### config.mk
export PLATFORM = sky130hd
export DESIGN_NAME = delayline_flow_ctrl
export DESIGN_NICKNAME = d
export VERILOG_FILES = /design/src/rtl/delayline_flow_ctrl.sv
export SDC_FILE = /design/constraint.sdc
export NUM_CORES = 1
export LEC_CHECK = 0
export CORE_AREA = 2 2 92 94
export CTS_BUF_LIST = sky130_fd_sc_hd__clkbuf_8
export DETAILED_ROUTE_END_ITERATION = 12
export DIE_AREA = 0 0 94 96
export GPL_TIMING_DRIVEN = 0
export PLACE_DENSITY = 0.73
export SETUP_SLACK_MARGIN = 0.2
export SYNTH_ARGS = -nofsm -noshare
export SYNTH_HDL_FRONTEND = slang
export SYNTH_SLANG_ARGS = --single-unit
### constraint.sdc
create_clock -name clk -period 2.9 [get_ports clk]
set_clock_uncertainty 0.1 [all_clocks]
set_input_delay 0.58 -clock clk [delete_from_list [all_inputs] [get_ports clk]]
set_output_delay 0.58 -clock clk [all_outputs]
set_load 0.01 [all_outputs]
### src/rtl/delayline_flow_ctrl.sv
// delayline_flow_ctrl
// Valid/ready flow control around a fixed-latency datapath made of delaylines
// that share a single enable. A valid shift register follows the tokens in
// flight. Tokens that leave the datapath are captured in a credit-protected
// output FIFO, so downstream back-pressure can never drop data.
// FIFO organisation: one registered head slot (out_vld/out_d) backed by a
// circular buffer of D entries. Pointers wrap modulo D. Full and empty come
// from an explicit count, so D does not have to be a power of two.

module delayline_flow_ctrl #(
    parameter int W = 4,
    parameter int L = 10,
    parameter int D = 16
) (
    input  logic                   clk,
    input  logic                   rst,
    input  logic                   hold,
    input  logic                   in_vld,
    output logic                   in_rdy,
    output logic                   pipe_ena,
    input  logic [W-1:0]           pipe_q,
    output logic                   out_vld,
    input  logic                   out_rdy,
    output logic [W-1:0]           out_d,
    output logic [$clog2(D+1)-1:0] occ
);

    localparam int OW = $clog2(D + 1);
    localparam int PW = (D > 1) ? $clog2(D) : 1;

    // valid tag for each datapath stage; vsr[L-1] lines up with pipe_q
    logic [L-1:0]  vsr;

    logic          accept;
    logic          push;
    logic          pop;
    logic          head_free;
    logic          mem_empty;
    logic          mem_rd;
    logic          mem_wr;

    logic [PW-1:0] wr_ptr;
    logic [PW-1:0] rd_ptr;
    logic [OW-1:0] cnt;
    logic [OW:0]   fifo_used;

    logic [W-1:0]  mem [D];

    // Circular pointer advance that wraps at D, whether or not D is a power of two
    function automatic logic [PW-1:0] ptr_inc(input logic [PW-1:0] p);
        if (p == PW'(D - 1)) begin
            return '0;
        end
        return p + PW'(1);
    endfunction

    // Credit counter update: a new token claims a credit, a pop returns one
    function automatic logic [OW-1:0] occ_next(input logic [OW-1:0] cur,
                                               input logic          take,
                                               input logic          give);
        logic [OW-1:0] nxt;
        nxt = cur;
        if (take && !give) begin
            nxt = cur + OW'(1);
        end else if (!take && give) begin
            nxt = cur - OW'(1);
        end
        return nxt;
    endfunction

    // Handshake decode and FIFO steering. Nothing here depends on in_vld except accept.
    always_comb begin
        pipe_ena  = ~hold;
        in_rdy    = ~rst & ~hold & (occ < OW'(D));
        accept    = in_vld & in_rdy;
        push      = vsr[L-1] & pipe_ena;
        pop       = out_vld & out_rdy;
        head_free = ~out_vld | out_rdy;
        mem_empty = (cnt == '0);
        // Refill the head from the buffer first, so the buffered tokens stay ahead of a new push
        mem_rd    = head_free & ~mem_empty;
        // A push goes straight into the head only when both the head and the buffer are free
        mem_wr    = push & ~(head_free & mem_empty);
        fifo_used = {1'b0, cnt} + {{OW{1'b0}}, out_vld};
    end

    // Valid shift register. It moves in lock-step with the delaylines and freezes on hold.
    always_ff @(posedge clk or posedge rst) begin
        if (rst) begin
            vsr <= '0;
        end else if (pipe_ena) begin
            vsr[0] <= accept;
            for (int i = 1; i < L; i++) begin
                vsr[i] <= vsr[i-1];
            end
        end
    end

    // Credits in use: tokens in flight plus tokens held anywhere in the FIFO
    always_ff @(posedge clk or posedge rst) begin
        if (rst) begin
            occ <= '0;
        end else begin
            occ <= occ_next(occ, accept, pop);
        end
    end

    // FIFO control: pointers, buffer count and the registered head slot
    always_ff @(posedge clk or posedge rst) begin
        if (rst) begin
            wr_ptr  <= '0;
            rd_ptr  <= '0;
            cnt     <= '0;
            out_vld <= 1'b0;
            out_d   <= '0;
        end else begin
            if (mem_wr) begin
                wr_ptr <= ptr_inc(wr_ptr);
            end
            if (mem_rd) begin
                rd_ptr <= ptr_inc(rd_ptr);
            end
            if (mem_wr && !mem_rd) begin
                cnt <= cnt + OW'(1);
            end else if (!mem_wr && mem_rd) begin
                cnt <= cnt - OW'(1);
            end
            if (head_free) begin
                if (mem_rd) begin
                    out_vld <= 1'b1;
                    out_d   <= mem[rd_ptr];
                end else if (push) begin
                    out_vld <= 1'b1;
                    out_d   <= pipe_q;
                end else begin
                    out_vld <= 1'b0;
                end
            end
        end
    end

    // Buffer storage. It is data only, so it has no reset.
    always_ff @(posedge clk) begin
        if (mem_wr) begin
            mem[wr_ptr] <= pipe_q;
        end
    end

    // Credits are reserved at accept time, so a push can never find the FIFO full
    a_no_push_full: assert property (@(posedge clk) disable iff (rst)
                                     push |-> (fifo_used < (OW+1)'(D)));

    // The credit count never goes past the FIFO depth
    a_occ_bound: assert property (@(posedge clk) disable iff (rst)
                                  occ <= OW'(D));

endmodule

* After elaboration in Yosys (flattened, before gate mapping)
Memory sizes are Yosys's and may differ from the RTL's.
Cells that the tools add are included.
** Storage, ports and cells
- Bits in registers :: 33
- RAM bits :: 64
- Bits of input ports :: 9
- Output and inout bits :: 12
- Memories :: 1
** Memories
- mem :: words 16, bits a word 4, read ports 1, clocked after memory_dff 0, wr ports 1, RTL line 47 : logic [W-1:0] mem [D];
** Operators by class
- Add/sub/neg operators :: 6
- Magnitude comparators :: 1
- Eq/ne operators :: 2
- Muxes and demuxes :: 18
- Bitwise logic cells :: 14
- Reduce and logical (&&, ||, !) cells :: 13
** Operators with widths (count)
- $mux 4 :: 6
- $mux 5 :: 4
- $add 5x1->5 const B :: 2
- $sub 5x1->5 const B :: 2
- $add 4x1->4 const B :: 2
- $and 1x1->1 :: 8
- $eq 4x4->1 const B :: 2
- $mux 1 :: 8
- $reduce_bool 2->1 :: 3
- $logic_not 5->1 :: 1
- $lt 5x5->1 const B :: 1
- $not 1->1 :: 5
- $logic_and 1x1->1 :: 4
- $logic_not 1->1 :: 4
- $reduce_and 2->1 :: 1
- $or 1x1->1 :: 1

* Logic depth before layout (Yosys ltp)
Gate-level depths: netlist (run 1).
- Word-level depth :: 9
- Mapped depth :: 10

* Least setup slack after synthesis (run 1)
No wires, ideal clock.
- Kind :: input-to-reg
- From :: input hold
- To :: register occ[4]
- Library setup time :: 0.126 ns
- Arrival time :: 2.415 ns
- Required time :: 2.674 ns
- Setup slack :: 0.259 ns
- Stages :: 10
- Buffers on the path :: 0
- Cell sequence :: nor3_1 > and2_1 > ha_1 > inv_1 > fa_1 > a21o_1 > a21oi_1 > xnor2_1 > nor2_1 > xor2_1
** On the way
- Longest elaborated chain between the ends :: 7
** Ends and longest elaborated chain
- start, declared :: RTL line 17 : input logic hold,
- $not 1->1 (*) :: RTL line 74 : in_rdy = ~rst & ~hold & (occ < OW'(D));
- $and 1x1->1 (*) (2 in a row) :: RTL line 74
- $and 1x1->1 (*) :: RTL line 75 : accept = in_vld & in_rdy;
- net accept :: RTL line 34 : logic accept;
- $logic_not 1->1 :: RTL line 65 : end else if (!take && give) begin
- $logic_and 1x1->1 :: RTL line 65
- $reduce_bool 2->1 (no source line)
- end signal, assigned :: RTL line 104 : occ <= occ_next(occ, accept, pop);
- end, declared :: RTL line 25 : output logic [$clog2(D+1)-1:0] occ
The timed path passes the listed nets; every way through them passes the cells marked *.
A chain may end at the register's enable or synchronous reset.

* Worst setup path in the final report (run 1)
- From :: input rst
- To :: register occ[4]
** On the way
- Longest elaborated chain between the ends :: 7
** Ends and longest elaborated chain
- start, declared :: RTL line 16 : input logic rst,
- $not 1->1 (*) :: RTL line 74
- $and 1x1->1 (*) (2 in a row) :: RTL line 74
- $and 1x1->1 (*) :: RTL line 75
- net accept :: RTL line 34
- $logic_not 1->1 :: RTL line 65
- $logic_and 1x1->1 :: RTL line 65
- $reduce_bool 2->1 (no source line)
Marks and branches as above.

==> results of run 1 <==
flip-flops by register name, indices dropped and copies added, names as in the netlist:
register	count
rd_ptr	4
cnt	5
vsr	10
wr_ptr	4
out_d	4
occ	5
mem	64
out_vld	1
cells in the mapped netlist (2+ instances only):
library cell,n
a211oi_1,3
a21o_1,5
a21oi_1,8
a311oi_1,4
a31oi_1,5
and2_1,14
and2b_2,3
and3_1,4
buf_12,2
buf_2,3
buf_6,2
clkbuf_1,2
dfrtp_1,33
edfxtp_1,64
fa_1,2
ha_1,12
inv_1,6
mux2_2,13
mux2i_1,20
mux4_1,4
nand2_1,12
nand3_1,4
nor2_1,9
nor2_2,2
nor2b_1,2
o21ai_0,10
o22ai_1,12
xnor2_1,8
xor2_1,4
routing by layer:
layer / track usage [%] / vias up / part of all wire (%)
met3: 4.62 / 8 / 3.7
met5: 0 / - / 0
met1: 26.0 / 1196 / 45
li1: - / 1165 / -
met2: 29.2 / 45 / 50
met4: 6.16 / 0 / 1.2
cell type report:
| class | count | share of cell area [%] |
|---|---|---|
| multi-input combinational | 179 | 30.7 |
| buffer | 11 | 1.98 |
| sequential | 97 | 55.8 |
| clock buffer | 9 | 2.52 |
| clock inverter | 7 | 1.78 |
| inverter | 6 | 0.458 |
| timing repair buffer | 20 | 4.04 |
| tap | 105 | 2.67 |
worst max-delay path by stage:
stage,slack [ns],cells past startpoint,startpoint,endpoint
global route,0.17,11,rst,occ[4]$_DFFE_PP0P_
finish,0.29,11,rst,occ[4]$_DFFE_PP0P_
floorplan,0.26,10,hold,occ[4]$_DFFE_PP0P_
global placement,-0.31,11,hold,occ[4]$_DFFE_PP0P_
detailed placement,-0.36,11,hold,occ[4]$_DFFE_PP0P_
CTS,0.28,11,rst,occ[4]$_DFFE_PP0P_
kinds of logic (layout without fill, tap and decap cells):
kind of cell | count (synthesis) | after routing | synth area share [%]
AOI/OAI and AO/OA | 53 | 53 | 8.35
xor gates and xnor gates | 12 | 12 | 2.41
adders and majority gates | 14 | 14 | 4.36
buffers and inverters | 17 | 53 | 2.75
DFF | 97 | 97 | 63.0
muxes | 37 | 37 | 10.4
and+or+nand+nor | 63 | 63 | 8.78
through the flow:
stage | std cells | util (%) | setup WS [ns]
2_1_floorplan | 293 | - | 0.259
3_3_place_gp | 418 | 58.3 | -0.313
3_5_place_dp | 418 | 58.3 | -0.364
4_1_cts | 434 | 61.0 | 0.277
5_1_grt | 434 | 61.1 | 0.169
6_report | 434 | 61.1 | 0.286
power by group through the flow:
stage               combinational, mW  clock, mW  sequential (mW)
finish                           1.67      0.934             1.88
detailed placement               1.65          0             1.91
CTS                              1.66      0.947             1.88
floorplan                        1.18          0             1.90
global placement                 1.60          0             1.89
global route                     1.84       1.01             1.91
placed cells by master (no fill, tap or decap), types with 3 or more instances in the layout:
master           instances
a211oi_1                 3
a21o_1                   5
a21oi_1                  7
a311oi_1                 4
a31oi_1                  5
and2_1                  14
and2b_2                  3
and3_1                   4
buf_2                    3
clkbuf_8                 9
clkdlybuf4s50_1         19
dfrtp_1                 33
edfxtp_1                64
ha_1                    12
inv_1                    7
mux2_2                  13
mux2i_1                 20
mux4_1                   4
nand2_1                 12
nand3_1                  4
nor2_1                   9
o21ai_0                 10
o22ai_1                 12
xnor2_1                  8
xor2_1                   4
==> key figures, run 1 <==
Layout
  • Share of cells above drive strength 1: 16.7%
  • Seq. cell area: 2750 um^2
  • Area growth from synthesis to layout: 12.8%
  • # nets final: 347
  • Final instance area: 4920 um^2
  • N_diodes: 0
  • Footprint of the multi-input gates: 1510 um^2
  • Layout fillers: 639

Drt
  • TritonRoute pass-1 iters: 4
  • Routed len/inst: 17.7 um
  • Final ANT Viol Nets: 0
  • WL final: 7.69 mm
  • Vias/cell: 5.56
  • Via count: 2,414
  • Initial DRC Count: 112
  • DRC Markers: 0

Floorplanning
  • I/O pin cnt: 21
  • Chip Width: 94 um
  • Full die area: 9020 um^2
  • Core area: 8050 um^2
  • Rows: 33
  • Initial Util: 54.2%
  • Die H: 96 um

Timing
  • Final critical-path required period: 2.61 ns
  • Sum Neg Setup Slack: 0 ns
  • Final hold slack: 0.403 ns
  • Final setup viols: 0
  • F_max: 383 MHz
  • RSZ-0062 raised after global routing: true
  • Pins Over Slew Limit: 0
  • Final count of hold timing violations: 0
  • Worst relative slew slack: 53.4%
  • Worst Max-Slew Pin Slew: 0.698 ns
  • Period utilization: 90.1%

Critical path
  • Slowest-stage cell, CP: clkdlybuf4s50_1
  • CP bufs+invs: 2
  • R2r worst-path depth: 10
  • Reg2reg start: occ[4]$_DFFE_PP0P_
  • Critical path endpoint category: register
  • Top delay family on crit path: buffers and inverters
  • Worst path cell trace: clkdlybuf4s50_1 -> nor3_2 -> and2_1 -> ha_1 -> inv_1 -> fa_2 -> a21o_1 -> a21oi_2 -> xnor2_1 -> nor2_1 -> xor2_1
  • Critical path class: in -> reg
  • Required time worst endpoint: 3.06 ns
  • Critical Path Start Type: input port
  • Crit Path Max Fanout: 4
  • CP Data Arrival Time: 2.77 ns
  • Slowest stage delay, CP: 0.47 ns
  • Worst r2r dst: occ[4]$_DFFE_PP0P_
  • Flop2flop setup slack: 0.51 ns

Clock network
  • # Post-CTS Setup Buffers: 0
  • Clock Latency Late Sink: 0.36 ns
  • Hold Buf Count CTS: 0
  • Clock Path Buffers: 2
  • Root Driver: clkbuf_8
  • Clock Sink Count: 97
  • Clk slew on worst S/H paths: 0.10 ns
  • TritonCTS Buffers: 9
  • Post-CTS Resized: 2
  • Htree depth: 3
  • TritonCTS clock tree: built

Global route
  • First-pass GRT wire length: 12.3 mm
  • All-Layer GR Usage: 18.7%
  • Initial antenna violation count: 0
  • Largest net degree at the start of global routing: 34
  • Remaining global-route overflow: 0
  • Vias in the first global route: 2,341

Synthesis
  • Post-synth cell types: 50
  • FF+latch count, synth: 97
  • Area share of the largest cell type after synthesis: 44.1%
  • Main synth FF type: edfxtp_1
  • Post-synth EDFFs: 64
  • Yosys warning count: 0
  • Synth async-reset ratio: 34.0%
  • Sequential-to-total area share from yosys stat: 63.0%
  • Post-Syn Instances: 293
  • Yosys top cell by area: edfxtp_1
  • Synth Area per Inst: 14.9 um^2
  • Synthesized area: 4360 um^2
  • Syn nets: 316
  • Top cells by area, synth: edfxtp_1 44%, dfrtp_1 19%, mux2i_1 4.6%

Power
  • Switch share: 33.0%
  • Pleak: 1.88 nW
  • Clock power share: 20.8%
  • Sequential share of power: 42.0%
  • Combinational Power Share: 37.2%
  • Worst VDD drop: 0.487 mV
  • Sw power: 1.48 mW
  • Power Dens Cells: 911 nW/um^2
  • Tot Pwr: 4.48 mW
  • Internal: 3.00 mW

Job
  • Max Cap Viol: 0

Status
  • Status: completed

Placement
  • Input/output buffers: 20
  • GPL Wtd Cong: 0.772
  • Post-Place Cell Area: 4690 um^2
  • Post-DP HPWL: 5.37 mm

Hold path
  • Hold path endpoint: vsr[0]$_DFFE_PP0N_
  • Hold depth: 1
  • Worst hold path type: reg -> reg
  • Min-delay src: vsr[0]$_DFFE_PP0N_
Power figures use the tool's default switching activity.
==> inputs of run 2 (changes only) <==
- ABC_CLOCK_PERIOD_IN_PS: default -> 2900
==> results of run 2 <==
Final layout, timing and power as in run 1 (identical DEF).
